$ cat config.mk
export PLATFORM = sky130hd
export DESIGN_NAME = gobou_layer_seq_flat
export DESIGN_NICKNAME = d
export VERILOG_FILES = /design/src/rtl/gobou_layer_seq_if.sv /design/src/rtl/gobou_layer_seq.sv /design/src/flat_wrapper.sv
export SDC_FILE = /design/constraint.sdc
export NUM_CORES = 1
export LEC_CHECK = 0
export ABC_AREA = 0
export BUFFER_PORTS_ARGS = -buffer_cell sky130_fd_sc_hd__buf_2
export CORE_MARGIN = 2
export CORE_UTILIZATION = 45
export CTS_BUF_LIST = sky130_fd_sc_hd__clkbuf_4 sky130_fd_sc_hd__clkbuf_8
export CTS_CLUSTER_DIAMETER = 100
export DETAILED_ROUTE_END_ITERATION = 10
export PLACE_DENSITY = 0.75
export SYNTH_ARGS = -nofsm -noshare
export SYNTH_HDL_FRONTEND = slang
export SYNTH_SLANG_ARGS = --single-unit
$ cat constraint.sdc
create_clock -name clk -period 4.7 [get_ports clk]
set_clock_uncertainty 0.05 [all_clocks]
set_input_delay 0 -clock clk [delete_from_list [all_inputs] [get_ports clk]]
set_output_delay 0 -clock clk [all_outputs]
set_load 0.005 [all_outputs]
$ cat src/rtl/gobou_layer_seq_if.sv
// gobou_layer_seq_if: req/ack command bus between the layer sequencer and gobou_ctrl
// master (sequencer): drives req and the layer parameters, receives ack
// slave (gobou_ctrl): receives req and the layer parameters, drives ack
interface gobou_layer_seq_if #(
    parameter int IMGSIZE = 12,
    parameter int LWIDTH  = 10
) ();
    logic               req;
    logic               ack;
    logic [LWIDTH-1:0]  total_in;
    logic [LWIDTH-1:0]  total_out;
    logic [IMGSIZE-1:0] input_addr;
    logic [IMGSIZE-1:0] output_addr;
    modport master (output req, total_in, total_out, input_addr, output_addr, input ack);
    modport slave  (input req, total_in, total_out, input_addr, output_addr, output ack);
endinterface

$ cat src/rtl/gobou_layer_seq.sv
// gobou_layer_seq: walks a descriptor table, issuing one 4-phase req/ack command per layer
// Ports: clk, xrst (async active-low); start/abort/num_layers control the run;
// desc_* load the descriptor table while idle; cmd carries req/ack and the layer
// parameters; busy/done/layer_idx report progress.
module gobou_layer_seq #(
    parameter int IMGSIZE  = 12,
    parameter int LWIDTH   = 10,
    parameter int LAYERLOG = 3
) (
    input  logic                clk,
    input  logic                xrst,
    input  logic                start,
    input  logic                abort,
    input  logic [LAYERLOG:0]   num_layers,
    input  logic                desc_we,
    input  logic [LAYERLOG-1:0] desc_addr,
    input  logic [LWIDTH-1:0]   desc_total_in,
    input  logic [LWIDTH-1:0]   desc_total_out,
    input  logic [IMGSIZE-1:0]  desc_input_addr,
    input  logic [IMGSIZE-1:0]  desc_output_addr,
    gobou_layer_seq_if.master   cmd,
    output logic                busy,
    output logic                done,
    output logic [LAYERLOG-1:0] layer_idx
);
    localparam int MAXLAYER = 1 << LAYERLOG;

    typedef enum logic [2:0] {IDLE, LOAD, REQ, REL, DONE} state_t;

    state_t               state_q, state_d;
    logic                 req_q, req_d, busy_q, busy_d, done_q, done_d;
    logic [LAYERLOG-1:0]  idx_q, idx_d;
    logic [LAYERLOG:0]    cnt_q, cnt_d, cnt_clamp, idx_next;
    logic [LWIDTH-1:0]    tin_q, tin_d, tout_q, tout_d;
    logic [IMGSIZE-1:0]   iaddr_q, iaddr_d, oaddr_q, oaddr_d;

    logic [LWIDTH-1:0]    tab_tin   [MAXLAYER];
    logic [LWIDTH-1:0]    tab_tout  [MAXLAYER];
    logic [IMGSIZE-1:0]   tab_iaddr [MAXLAYER];
    logic [IMGSIZE-1:0]   tab_oaddr [MAXLAYER];

    // Table is frozen while a sequence is running so the parameters stay coherent.
    always_ff @(posedge clk) begin
        if (desc_we && !busy_q) begin
            tab_tin[desc_addr]   <= desc_total_in;
            tab_tout[desc_addr]  <= desc_total_out;
            tab_iaddr[desc_addr] <= desc_input_addr;
            tab_oaddr[desc_addr] <= desc_output_addr;
        end
    end

    assign cnt_clamp = num_layers > (LAYERLOG+1)'(MAXLAYER) ? (LAYERLOG+1)'(MAXLAYER) : num_layers;
    assign idx_next  = {1'b0, idx_q} + (LAYERLOG+1)'(1);

    always_comb begin
        state_d = state_q;
        req_d   = req_q;
        busy_d  = busy_q;
        done_d  = 1'b0;
        idx_d   = idx_q;
        cnt_d   = cnt_q;
        tin_d   = tin_q;
        tout_d  = tout_q;
        iaddr_d = iaddr_q;
        oaddr_d = oaddr_q;
        case (state_q)
            IDLE: if (start) begin
                cnt_d = cnt_clamp;
                if (cnt_clamp == '0) begin
                    state_d = DONE;
                    done_d  = 1'b1;
                end else begin
                    state_d = LOAD;
                    idx_d   = '0;
                    busy_d  = 1'b1;
                end
            end
            LOAD: begin
                tin_d   = tab_tin[idx_q];
                tout_d  = tab_tout[idx_q];
                iaddr_d = tab_iaddr[idx_q];
                oaddr_d = tab_oaddr[idx_q];
                req_d   = 1'b1;
                state_d = REQ;
            end
            REQ: if (cmd.ack) begin
                req_d   = 1'b0;
                state_d = REL;
            end
            REL: if (!cmd.ack) begin
                if (idx_next < cnt_q) begin
                    idx_d   = idx_next[LAYERLOG-1:0];
                    state_d = LOAD;
                end else begin
                    state_d = DONE;
                    done_d  = 1'b1;
                    busy_d  = 1'b0;
                end
            end
            DONE: state_d = IDLE;
            default: state_d = IDLE;
        endcase
        // Abort overrides everything and suppresses the done pulse.
        if (abort) begin
            state_d = IDLE;
            req_d   = 1'b0;
            busy_d  = 1'b0;
            done_d  = 1'b0;
            idx_d   = '0;
        end
    end

    always_ff @(posedge clk or negedge xrst) begin
        if (!xrst) begin
            state_q <= IDLE;
            req_q   <= 1'b0;
            busy_q  <= 1'b0;
            done_q  <= 1'b0;
            idx_q   <= '0;
            cnt_q   <= '0;
            tin_q   <= '0;
            tout_q  <= '0;
            iaddr_q <= '0;
            oaddr_q <= '0;
        end else begin
            state_q <= state_d;
            req_q   <= req_d;
            busy_q  <= busy_d;
            done_q  <= done_d;
            idx_q   <= idx_d;
            cnt_q   <= cnt_d;
            tin_q   <= tin_d;
            tout_q  <= tout_d;
            iaddr_q <= iaddr_d;
            oaddr_q <= oaddr_d;
        end
    end

    assign cmd.req         = req_q;
    assign cmd.total_in    = tin_q;
    assign cmd.total_out   = tout_q;
    assign cmd.input_addr  = iaddr_q;
    assign cmd.output_addr = oaddr_q;
    assign busy            = busy_q;
    assign done            = done_q;
    assign layer_idx       = idx_q;
endmodule
$ cat src/flat_wrapper.sv
// flat-port wrapper written by rule: the top's interface ports become plain ports
module gobou_layer_seq_flat 
#(
    parameter int IMGSIZE  = 12,
    parameter int LWIDTH   = 10,
    parameter int LAYERLOG = 3
)
  (clk, xrst, start, abort, num_layers, desc_we, desc_addr, desc_total_in, desc_total_out, desc_input_addr, desc_output_addr, busy, done, layer_idx, cmd_req, cmd_total_in, cmd_total_out, cmd_input_addr, cmd_output_addr, cmd_ack);
  gobou_layer_seq_if #(.IMGSIZE(IMGSIZE), .LWIDTH(LWIDTH)) cmd_i ();
  input  logic clk;
  input  logic xrst;
  input  logic start;
  input  logic abort;
  input  logic [LAYERLOG:0] num_layers;
  input  logic desc_we;
  input  logic [LAYERLOG-1:0] desc_addr;
  input  logic [LWIDTH-1:0] desc_total_in;
  input  logic [LWIDTH-1:0] desc_total_out;
  input  logic [IMGSIZE-1:0] desc_input_addr;
  input  logic [IMGSIZE-1:0] desc_output_addr;
  output logic busy;
  output logic done;
  output logic [LAYERLOG-1:0] layer_idx;
  output wire logic [$bits(cmd_i.req)-1:0] cmd_req;
  output wire logic [$bits(cmd_i.total_in)-1:0] cmd_total_in;
  output wire logic [$bits(cmd_i.total_out)-1:0] cmd_total_out;
  output wire logic [$bits(cmd_i.input_addr)-1:0] cmd_input_addr;
  output wire logic [$bits(cmd_i.output_addr)-1:0] cmd_output_addr;
  input wire logic [$bits(cmd_i.ack)-1:0] cmd_ack;
  assign cmd_req = cmd_i.req;
  assign cmd_total_in = cmd_i.total_in;
  assign cmd_total_out = cmd_i.total_out;
  assign cmd_input_addr = cmd_i.input_addr;
  assign cmd_output_addr = cmd_i.output_addr;
  assign cmd_i.ack = cmd_ack;
  gobou_layer_seq #(.IMGSIZE(IMGSIZE), .LWIDTH(LWIDTH), .LAYERLOG(LAYERLOG)) u_core (.clk(clk), .xrst(xrst), .start(start), .abort(abort), .num_layers(num_layers), .desc_we(desc_we), .desc_addr(desc_addr), .desc_total_in(desc_total_in), .desc_total_out(desc_total_out), .desc_input_addr(desc_input_addr), .desc_output_addr(desc_output_addr), .cmd(cmd_i), .busy(busy), .done(done), .layer_idx(layer_idx));
endmodule
Word level (Yosys, flattened, before mapping)
Memory sizes are Yosys's and may differ from the RTL's. A register that Yosys moved wholly into a read port is not among the register bits.
Index checks and enable logic that the tools add are counted.
- flip-flop bits (word level): 13
- bits in writable memories: 352
- input port bits: 57
- output and inout port bits: 50
- memories kept: 4
- $add $sub $neg: 1
- order comparisons: 2
- eq/ne operators: 9
- muxes and demuxes: 31
- reduce and logical (&&, ||, !) cells: 15
- memories (memory ; words ; width ; read ports ; clocked after memory_dff ; wr ports ; line ; RTL):
    u_core.tab_iaddr ; 8 ; 12 ; 1 ; 1 ; 1 ; gobou_layer_seq.sv:39 ; logic [IMGSIZE-1:0] tab_iaddr [MAXLAYER];
    u_core.tab_oaddr ; 8 ; 12 ; 1 ; 1 ; 1 ; gobou_layer_seq.sv:40 ; logic [IMGSIZE-1:0] tab_oaddr [MAXLAYER];
    u_core.tab_tin ; 8 ; 10 ; 1 ; 1 ; 1 ; gobou_layer_seq.sv:37 ; logic [LWIDTH-1:0] tab_tin [MAXLAYER];
    u_core.tab_tout ; 8 ; 10 ; 1 ; 1 ; 1 ; gobou_layer_seq.sv:38 ; logic [LWIDTH-1:0] tab_tout [MAXLAYER];
- operator list (cell ; number):
    3-bit 2-to-1 mux ; 11
    3-bit != test, second input constant ; 5
    1-bit 2-to-1 mux ; 14
    3-bit case mux with 4 select lines ; 1
    5-bit AND reduction ; 2
    3-bit by 2-bit equality test with 1-bit output, second input constant ; 2
    1-bit case mux with 2 select lines ; 3
    3-bit case mux with 2 select lines ; 1
    3-bit nonzero test ; 2
    1-bit zero test ; 5
    3-bit by 1-bit adder with 4-bit output, second input constant ; 1
    4-bit greater-than comparator, second input constant ; 1
    4-bit zero test ; 1
    4-bit < comparator ; 1
    4-bit 2-to-1 mux ; 1
    2-bit AND reduction ; 2
    3-bit by 1-bit equality test with 1-bit output, second input constant ; 1
    3-bit zero test ; 1
    3-bit by 2-bit != test with 1-bit output, second input constant ; 1
    3-bit AND reduction ; 1
    1-bit logical AND ; 1

Depth between registers and ports, before layout
- word-level depth: 7
- gate-level depth with buffers: 9
- mapped depth without buffers: 7

Worst setup path after synthesis
OpenSTA, ideal clock, no wires.
- path kind: register to register
- start point: register u_core.busy_q (netlist: u_core.busy)
- end point: memory u_core.tab_iaddr[0][0] (enable)
- arrival time: 3.895 ns
- data required time: 4.150 ns
- setup slack: 0.255 ns
- cell stages (with the launch flop): 3
- cell sequence: dfrtp_1 -> or3b_2 -> nor3_1
- word-level cells in the longest chain between the ends: 4
- ends and longest elaborated chain (element ; line ; RTL):
    start, declared ; gobou_layer_seq.sv:31 ; logic req_q, req_d, busy_q, busy_d, done_q, done_d;
    start signal, assigned ; gobou_layer_seq.sv:128 ; busy_q <= busy_d;
    1-bit zero test ; gobou_layer_seq.sv:44 ; if (desc_we && !busy_q) begin
    1-bit logical AND ; gobou_layer_seq.sv:44 ;
    1-bit 2-to-1 mux ; gobou_layer_seq.sv:44 ;
    1-bit 2-to-1 mux (implied by the code) ; gobou_layer_seq.sv:47 ; tab_iaddr[desc_addr] <= desc_input_addr;
    end, declared ; gobou_layer_seq.sv:39 ;
Every way passes these cells.

Final worst setup path
- start point: register u_core.idx_q[2] (netlist: u_core.layer_idx[2])
- end point: register u_core.busy_q (netlist: u_core.busy)
- word-level cells in the longest chain between the ends: 4
- ends and longest elaborated chain (element ; line ; RTL):
    start, declared ; gobou_layer_seq.sv:32 ; logic [LAYERLOG-1:0] idx_q, idx_d;
    start signal, assigned ; gobou_layer_seq.sv:130 ; idx_q <= idx_d;
    3-bit by 1-bit adder with 4-bit output ; gobou_layer_seq.sv:53 ; assign idx_next = {1'b0, idx_q} + (LAYERLOG+1)'(1);
    4-bit < comparator ; gobou_layer_seq.sv:91 ; if (idx_next < cnt_q) begin
    3-bit != test (no source line) ; n/a ;
    5-bit AND reduction (no source line) ; n/a ;
Every way passes these cells.
A chain may end at the register's enable or synchronous reset.

==> summary.log <==
qor: finish.syn_to_final_growth 19.08%
qor: grt.pin_count_of_the_biggest_net_entering_global_routing 89
qor: clock_tree.cts_root_buf clkbuf_8
qor: critical_path.crit_required 5160 ps
qor: detailed_routing.drt_pre_antenna_iters 4
qor: critical_path.path_max_fanout 50
qor: sta.timing.final.hold_violations 0
qor: floorplan.dieWidth 190.1 um
qor: finish.mostFrequentLayoutCells edfxtp_1 (352), buf_2 (105), mux4_2 (88), clkbuf_8 (73), dlygate4sd3_1 (63)
qor: floorplan.floorplan.rows 68
qor: synthesis.syn_avg_cell_area 20.95 sq um
qor: power.vdd_drop_max 284.0 uV
qor: synthesis.syn_area 15580 sq um
qor: run.max_cap_viol_count 0
qor: clock_tree.cts.sink_count 409
qor: hold_path.min_path_type in -> async
qor: synthesis.yosysSeqAreaShare 76.97%
qor: synthesis.yosysWarningCount 0
qor: floorplan.design.portCount 107
qor: grt.grt.overflow.total 0
qor: sta.tightestPinTransition 1132 ps
qor: sta.maxClockFrequency 325.7 MHz
qor: finish.layout.cells.most_common edfxtp_1
qor: clock_tree.deepest_level_of_the_cts_h_tree 3
qor: clock_tree.cts_resized 0
qor: sta.period_minus_slack 3071 ps
qor: sta.slew_headroom 24.35%
qor: floorplan.die_area 36140 sq um
qor: power.power.share.switching 24.37%
qor: detailed_routing.route.final.wire_length 30120 um
qor: sta.finalSetupTns 0 ps
qor: sta.final.period_utilization 65.33%
qor: status.outcome finished clean
qor: power.p_total 8.545 mW
qor: critical_path.timing_worst_setup_path_type reg -> reg
qor: critical_path.worstSetupEndpointType register
qor: critical_path.worstRegToRegCells 7
qor: detailed_routing.route.detailed.wl_per_inst 20.63 um
qor: power.switchingPower 2.082 mW
qor: critical_path.signal_arrival_time_at_the_worst_endpoint 3530 ps
qor: placement.place.gp.congestion 0.7590
qor: synthesis.async_reset_ff_share 13.94%
qor: detailed_routing.drtIter0Drc 549
qor: grt.grt_pass1_vias 8224
qor: synthesis.seq_cells_post_synth 409
qor: synthesis.syn-instance-count 744
qor: critical_path.worstReg2RegStart u_core.layer_idx[2]$_DFFE_PN0P_
qor: clock_tree.cts_tree yes
qor: critical_path.timing.critical_path.from u_core.layer_idx[2]$_DFFE_PN0P_
qor: synthesis.synth-edff-count 352
qor: clock_tree.clock_insertion_delay_worst_skew 580 ps
qor: clock_tree.path_clk_slew 60 ps
qor: power.power.leakage 6.148 nW
qor: clock_tree.number_of_setup_buffers_added_after_cts 0
qor: finish.layout.nets 1014
qor: detailed_routing.final_antenna_net_count 0
qor: sta.finalSetupViolations 0
qor: clock_tree.tritoncts.num_buffers 66
qor: critical_path.r2r-end u_core.busy$_DFFE_PN0P_
qor: synthesis.post_synth_num_cell_types 39
qor: detailed_routing.drc_errors_left 0
qor: synthesis.ys_dominant_reg_cell edfxtp_1
qor: grt.gr-usage-all-layers 17.13%
qor: synthesis.syn-num-nets 805
qor: clock_tree.max-clock-path-buffers 3
qor: placement.place.port_buffers 106
qor: power.power_frac_seq 50.6%
qor: critical_path.regToRegSetupSlack 1630 ps
qor: clock_tree.cts-hold-fix-buffers 63
qor: sta.timing_max_transition_violations_final 0
qor: sta.rsz0062_at_grt no
qor: grt.antenna_found_initial 2
qor: floorplan.floorplan.initialDensity 45.45%
qor: grt.grt_pass1_wl 46470 um
qor: critical_path.worstSetupEndpoint u_core.busy$_DFFE_PN0P_
qor: power.share_of_total_power_in_combinational_logic 14.1%
qor: finish.antennaDiodeCount 0
qor: detailed_routing.detail_route.vias_per_cell 5.295
qor: floorplan.die_height 190.1 um
qor: power.share_of_total_power_in_the_clock_network 35.3%
qor: power.internal_power 6.462 mW
qor: detailed_routing.vias 7730
qor: power.power.density_cell_area 460.4 nW/um^2
qor: finish.post_route_cells_drive_above_1_share 33.73%
qor: placement.half_perimeter_wire_length_of_the_detailed_placement_result 16990 um
qor: critical_path.cp-start-kind register
qor: floorplan.floorplan.core_area 34290 sq um
-- synthesized netlist by cell type (4+ instances only) --
cell | count | share of area, %
buf_2 | 19 | 0.61
mux4_2 | 88 | 13
nand2_1 | 8 | 0.19
mux2i_1 | 44 | 2.8
nand2b_1 | 4 | 0.16
nor3_1 | 4 | 0.13
edfxtp_1 | 352 | 68
buf_6 | 11 | 0.79
dfrtp_1 | 57 | 9.2
nor2_1 | 55 | 1.3
ha_1 | 4 | 0.32
a21oi_1 | 49 | 1.6
nand3b_1 | 5 | 0.24
clkbuf_1 | 7 | 0.17
o21ai_0 | 5 | 0.16
-- through the flow --
stage,setup WS [ps],util [%],hold slack [ps],instance area [sq um],instances
2_1_floorplan,254.9,-,-345.6,15580,744
3_3_place_gp,2005,48.39,122.7,16590,1277
3_5_place_dp,1955,48.39,124.1,16590,1277
4_1_cts,1591,54.13,51.13,18560,1460
5_1_grt,1477,54.13,92.02,18560,1460
6_report,1629,54.13,29.77,18560,1460
-- registers in the layout, indices dropped and copies added (netlist names) --
register                count
u_core.cmd.total_in        10
u_core.cmd.output_addr     12
u_core.busy                 1
u_core.tab_tout            80
u_core.cmd.req              1
u_core.cmd.total_out       10
u_core.tab_iaddr           96
u_core.state_q              3
u_core.tab_oaddr           96
u_core.done                 1
u_core.cmd.input_addr      12
u_core.layer_idx            3
u_core.cnt_q                4
u_core.tab_tin             80
-- power groups by stage --
stage               registers (mW)  logic [mW]  clock network (mW)
finish                        4.32        1.21                3.01
global route                  4.35        1.33                3.26
CTS                           4.33        1.23                3.08
detailed placement            4.40        1.18                   0
global placement              4.39        1.16                   0
floorplan                     4.34       0.889                   0
-- final cells by class --
cell class	instances	area (sq um)
clock buffers	98	1192
well taps	455	569.3
inverters	3	11.26
fillers	2610	15730
clock inverters	22	145.1
multi-input cells	292	3367
flip-flops and latches	409	12010
repair buffers	181	1266
-- how the worst min path moves through the flow --
stage / end / slack (ps) / cells past startpoint
after global routing: u_core.cmd.output_addr[4]$_DFFE_PN0P_ / 90 / 2
after floorplan: u_core.busy$_DFFE_PN0P_ / -350 / 0
after global placement: u_core.cmd.total_in[4]$_DFFE_PN0P_ / 120 / 1
final: u_core.cmd.total_in[4]$_DFFE_PN0P_ / 30 / 2
after CTS: u_core.cmd.total_in[4]$_DFFE_PN0P_ / 50 / 2
after detailed placement: u_core.cmd.total_in[4]$_DFFE_PN0P_ / 120 / 1
-- worst max-delay path: stages, from the launching register on --
cell	delay (ps)
dfrtp_4	1070
xor2_1	150
ha_1	230
or3_1	400
o221ai_4	270
o21ai_0	140
a21oi_1	150
dlygate4sd3_1	550
-- logic make-up (layout without fill, tap and decap cells) --
group	after synthesis	count (layout)	synth area share, %
flops	409	409	76.97
simple gates	92	92	2.962
xor+xnor	2	2	0.1124
buf+inv	43	304	1.790
compound gates	62	62	2.296
mux	132	132	15.54
fa+ha+maj	4	4	0.3211
-- per-layer routing --
layer / wire length, um / track usage (%) / part of all wire [%]
met3: 1571 / 3.948 / 5.2
met4: 567 / 5.009 / 1.9
met1: 12600 / 22.51 / 42
met5: 21 / 0 / 0.070
met2: 15360 / 28.78 / 51
(Power assumes the default switching activity.)
